**config.mk**
```make
export PLATFORM = sky130hd
export DESIGN_NAME = cycle_sequencer
export DESIGN_NICKNAME = d
export VERILOG_FILES = /design/src/rtl/cycle_sequencer.sv
export SDC_FILE = /design/constraint.sdc
export NUM_CORES = 1
export LEC_CHECK = 0
export BUFFER_PORTS_ARGS = -buffer_cell sky130_fd_sc_hd__buf_2
export CAP_MARGIN = 25
export CORE_MARGIN = 4
export CORE_UTILIZATION = 25
export CTS_CLUSTER_SIZE = 25
export DETAILED_ROUTE_END_ITERATION = 10
export MAX_ROUTING_LAYER = met4
export REMOVE_ABC_BUFFERS = 1
export SETUP_SLACK_MARGIN = 0.15
export SYNTH_ARGS = -nofsm -noshare
export SYNTH_HDL_FRONTEND = slang
export SYNTH_SLANG_ARGS = --single-unit
export TNS_END_PERCENT = 1
```
**constraint.sdc**
```tcl
create_clock -name clk -period 1.9 [get_ports clk]
set_input_delay 0.38 -clock clk [delete_from_list [all_inputs] [get_ports clk]]
set_output_delay 0.38 -clock clk [all_outputs]
set_load 0.02 [all_outputs]
```
**src/rtl/cycle_sequencer.sv**
```systemverilog
// Machine-cycle / T-state sequencer: one-hot M1-M6 / T1-T6 strobes, WAIT insertion in T2,
// and bus grant between machine cycles when built with `define SEQ_BUSRQ_EN.
module cycle_sequencer (
  input  logic clk,
  input  logic reset_in,
  input  logic setM1,
  input  logic nextM,
  input  logic wait_in,
  input  logic busrq_in,
  output logic M1,
  output logic M2,
  output logic M3,
  output logic M4,
  output logic M5,
  output logic M6,
  output logic T1,
  output logic T2,
  output logic T3,
  output logic T4,
  output logic T5,
  output logic T6,
  output logic nhold_clk_wait,
  output logic busack
);

  logic [2:0] m_q, m_d;
  logic [2:0] t_q, t_d;
  logic [2:0] tgt;
  logic       granted;
  logic       hold_wait;
  logic       boundary;

`ifdef SEQ_BUSRQ_EN
  logic       grant_q, grant_d;
  logic [2:0] pend_q, pend_d;

  assign granted = grant_q;
`else
  logic unused_busrq;

  assign granted      = 1'b0;
  assign unused_busrq = busrq_in;
`endif

  // T2 is never active while granted, so WAIT cannot freeze a granted bus.
  assign hold_wait      = (t_q == 3'd1) & ~granted & wait_in;
  assign nhold_clk_wait = ~hold_wait;
  assign boundary       = setM1 | nextM;
  assign tgt            = setM1 ? 3'd0 : ((m_q == 3'd5) ? 3'd0 : m_q + 3'd1);

  always_comb begin
    m_d = m_q;
    t_d = t_q;
`ifdef SEQ_BUSRQ_EN
    grant_d = grant_q;
    pend_d  = pend_q;
`endif
    if (granted) begin
`ifdef SEQ_BUSRQ_EN
      if (!busrq_in) begin
        grant_d = 1'b0;
        m_d     = pend_q;
        t_d     = 3'd0;
      end
`endif
    end else if (hold_wait) begin
      m_d = m_q;
      t_d = t_q;
    end else if (boundary) begin
`ifdef SEQ_BUSRQ_EN
      // Bus request is only honoured here, at a machine-cycle boundary.
      if (busrq_in) begin
        pend_d  = tgt;
        grant_d = 1'b1;
      end else begin
        m_d = tgt;
        t_d = 3'd0;
      end
`else
      m_d = tgt;
      t_d = 3'd0;
`endif
    end else if (t_q != 3'd5) begin
      t_d = t_q + 3'd1;
    end
  end

  always_ff @(posedge clk) begin
    if (reset_in) begin
      m_q <= 3'd0;
      t_q <= 3'd0;
`ifdef SEQ_BUSRQ_EN
      grant_q <= 1'b0;
      pend_q  <= 3'd0;
`endif
    end else begin
      m_q <= m_d;
      t_q <= t_d;
`ifdef SEQ_BUSRQ_EN
      grant_q <= grant_d;
      pend_q  <= pend_d;
`endif
    end
  end

  assign M1 = (m_q == 3'd0) & ~granted;
  assign M2 = (m_q == 3'd1) & ~granted;
  assign M3 = (m_q == 3'd2) & ~granted;
  assign M4 = (m_q == 3'd3) & ~granted;
  assign M5 = (m_q == 3'd4) & ~granted;
  assign M6 = (m_q == 3'd5) & ~granted;
  assign T1 = (t_q == 3'd0) & ~granted;
  assign T2 = (t_q == 3'd1) & ~granted;
  assign T3 = (t_q == 3'd2) & ~granted;
  assign T4 = (t_q == 3'd3) & ~granted;
  assign T5 = (t_q == 3'd4) & ~granted;
  assign T6 = (t_q == 3'd5) & ~granted;
  assign busack = granted;

endmodule
```
Word-level counts from Yosys, hierarchy flattened
Cells that the tools add are included. Widths: inputs -> output; s select.

Flip-flop bits (word level): 6. Input port bits: 6. Output and inout bits: 14.

Equality and inequality tests: 11. Bitwise logic cells: 3. Add/sub/neg operators: 2. Reduce and logical (&&, ||, !) cells: 5. Mux-type cells: 4.

Operators by type and width (count): $eq 3x2->1 const B (4); $eq 3x3->1 const B (4); $mux 3 (4); $add 3x1->3 const B (2); $eq 3x1->1 const B (2); $logic_not 3->1 (2); $reduce_and 2->1 (2); $ne 3x3->1 const B (1); $reduce_bool 2->1 (1); $and 1x1->1 (1); $not 1->1 (1); $or 1x1->1 (1).

Longest topological paths before layout
Depth in word-level cells: 4. Depth in mapped cells: 7. Gate-level depth less buffers: 6.

Worst setup path before layout
OpenSTA, ideal clock, no wires.

Path kind: reg-to-reg. Start: register m_q[0]. End: register m_q[2]. Cell stages (with the launch flop): 6. Arrival time: 1.517 ns. Buffers on the path: 0. Period minus slack after synthesis: 1.604 ns. Required time: 1.813 ns. Setup slack: 0.296 ns. Cell sequence: dfxtp_1 > and2_1 > ha_1 > or3_1 > or4_1 > o31ai_1.

Word-level cells in the longest chain between the ends: 3.

Ends and longest elaborated chain: from (decl) (RTL line 26) `logic [2:0] m_q, m_d;`; from (signal assigned) (RTL line 97) `m_q <= m_d;`; $add 3x1->3 / $eq 3x3->1 (equally long branches) (RTL line 49) `assign tgt = setM1 ? 3'd0 : ((m_q == 3'd5) ? 3'd0 : m_q + 3'd1);`; $mux 3 * (2 in a row) (RTL line 49).

Mark *: on every way between the ends. The rest lies on a longest branch, timed or not. A chain may end at the register's enable or synchronous reset.

Worst setup path in the final report
Start: register t_q[0]. End: output port nhold_clk_wait.

Word-level cells in the longest chain between the ends: 3.

Ends and longest elaborated chain: from (decl) (RTL line 27) `logic [2:0] t_q, t_d;`; from (signal assigned) (RTL line 98) `t_q <= t_d;`; $eq 3x1->1 (RTL line 46) `assign hold_wait = (t_q == 3'd1) & ~granted & wait_in;`; $and 1x1->1 (RTL line 46); $not 1->1 (no line); to (decl) (RTL line 22) `output logic nhold_clk_wait,`.

No other way between the ends.

==> results_dict.tcl <==
set metrics [dict create \
    rows 15 \
    postSynthCellCount 55 \
    synth_top_area_share_pct 26.4 \
    rsz0062_at_grt "no" \
    arrival_ns 1.30 \
    drtIter0Drc 5 \
    post-route-period-util_pct 88.2 \
    yosys_most_used_dff "dfxtp_1" \
    drive_gt1_share_pct 38.2 \
    synth-warning-count 0 \
    track_usage_pct 9.79 \
    synth_area_leaders "dfxtp_1 (26%), ha_1 (16%), a21oi_1 (6.6%)" \
    max_freq_mhz 597 \
    clkPwrFrac_pct 39.9 \
    switching_share_pct 26.8 \
    viasPerCell 4.50 \
    cts_tree "done" \
    die_w_um 50.7 \
    cts.path.max_buffers 2 \
    die_y_um 50.7 \
    setup_viol 0 \
    p_comb_share_pct 16.3 \
    die_area_um2 2570 \
    io_pins 20 \
    antenna_found_initial 0 \
    yosys.cell_types.count 24 \
    status "completed" \
    grt_overflow_total 0 \
    slew_violations 0 \
    drc 0 \
    fin_skew_ns 0.00317 \
    place.gp.congestion 0.726 \
    wl_per_cell_um 10.8 \
    ys_ff_latch 6 \
    p_per_area_nw_per_um2 491 \
    cp-start-kind "flop" \
    grt_pass1_vias 427 \
    cts.htree.levels 1 \
    dr_total_vias 455 \
    antennaDiodeCount 0 \
    place_ws_ns 0.224 \
    async_flop_share_pct 0 \
    critical_path_required_ns 1.52 \
    grt_pass1_wl_um 1870 \
    critPathMaxFanout 5 \
    path_class "reg2out" \
    ir_drop_uv 371 \
    nets 90 \
    p_int_uw 219 \
    fillers 210 \
    synth_top_area_cell "dfxtp_1" \
    post-route-min-period_ns 1.68 \
    ant_nets 0 \
    p_leak_nw 0.289 \
    synth-edff-count 0 \
    area_delta_synth_final_pct 34.1 \
    firstDrtPassIters 4 \
    clk_latency_ns 0.25 \
    dp_hpwl_um 832 \
    initial_core_util_pct 26.4 \
    syn_area_per_cell_um2 8.28 \
    clk_pin_slew_worst_paths_ns 0.05 \
    grt_start_max_net_pins 10 \
    portBuffers 17 \
    cts.sinks 6 \
    seqPwrFrac_pct 43.9 \
    maxCapViolCount 0 \
    postLayoutCellArea_um2 611 \
    clockRootBuffer "clkbuf_4" \
    yosysSeqAreaShare_pct 26.4 \
    synth_common_cells "a21oi_1 (6), dfxtp_1 (6), ha_1 (6)" \
    numCtsBuffers 3 \
    switchingPower_uw 80.2 \
    timing.final.ws_setup_ns 0.225 \
    routed_wl_um 1090 \
    fp.coreArea_um2 1730 \
    dpl_cell_area_um2 561 \
    final_hold_viol_count 0 \
    synthesis.area_um2 455 \
    fin_setup_tns_ns 0 \
    endpoint_kind "primary output" \
    min_path_type "in2reg" \
]
cell families (layout without fill, tap and decap cells):
group	count (synthesis)	after routing	share of synthesized area, %
AND/OR/NAND/NOR	22	22	33.0
AO/OA/AOI/OAI	12	12	14.3
buffers and inverters	8	29	9.07
adder cells (fa/ha/maj)	6	6	16.5
flip-flops	6	6	26.4
other	1	1	0.823
worst paths after layout:
check / from / to / slack, ns / cells past startpoint
max: t_q[0]$_SDFFE_PP0P_ / nhold_clk_wait / 0.22 / 4
min: reset_in / t_q[1]$_SDFFE_PP0P_ / 0.39 / 2
max reg2reg: t_q[1]$_SDFFE_PP0P_ / m_q[0]$_SDFFE_PP0P_ / 0.23 / 6
min reg2reg: t_q[1]$_SDFFE_PP0P_ / t_q[1]$_SDFFE_PP0P_ / 0.50 / 2
what timing repair did:
| action | 4_1_cts | 5_1_grt |
|---|---|---|
| pin swaps | 1 | 1 |
| buffers inserted | 1 | 1 |
| gates cloned | 0 | 0 |
| endpoints found under the setup margin | 1 | 2 |
| gates resized for setup | 4 | 3 |
| hold buffers | 0 | 0 |
power groups by stage:
stage / Clock (mW) / Combinational [mW] / Sequential [mW]
2_1_floorplan: 0 / 0.0257 / 0.134
3_3_place_gp: 0 / 0.0455 / 0.134
3_5_place_dp: 0 / 0.0463 / 0.134
4_1_cts: 0.123 / 0.0482 / 0.131
5_1_grt: 0.137 / 0.0536 / 0.132
6_report: 0.119 / 0.0487 / 0.131
placed cells by master, fill, tap and decap left out, types with 4 or more instances in the layout:
cell type / synthesis / routed
a21oi_1: 6 / 6
o21ai_1: 4 / 4
ha_1: 6 / 5
buf_4: 1 / 4
inv_1: 5 / 5
buf_2: 0 / 16
critical path, cell delays in order (launching register included):
cell,delay [ns]
dfxtp_1,0.38
ha_2,0.23
and3b_2,0.23
inv_4,0.05
buf_4,0.15
stage by stage:
step | hold slack (ns) | total power [mW] | util [%] | std cells
detailed placement | 0.523 | 0.180 | 32.5 | 96
global placement | 0.510 | 0.179 | 32.5 | 96
CTS | 0.378 | 0.303 | 34.6 | 100
finish | 0.385 | 0.300 | 35.4 | 101
floorplan | 0.449 | 0.160 | - | 53
global route | 0.381 | 0.323 | 35.4 | 101
metal layers:
layer	vias to the layer above	GRT usage [%]	wire length, µm
li1	237	-	-
met1	207	10.8	453
met2	11	15.4	551
met3	0	6.82	85
met4	0	0	0
met5	-	-	0
area by class of cell:
class,count,area [µm²],area share [%]
flip-flops and latches,6,124,20.3
well taps,25,31.3,5.12
inverters,6,25.0,4.10
multi-input cells,41,298,48.8
repair buffers,20,110,18.0
clock buffers,3,22.5,3.69
state kept, by name (all words and copies together), names as in the netlist:
register	flops
m_q	3
t_q	3
Power figures use the tool's default switching activity.
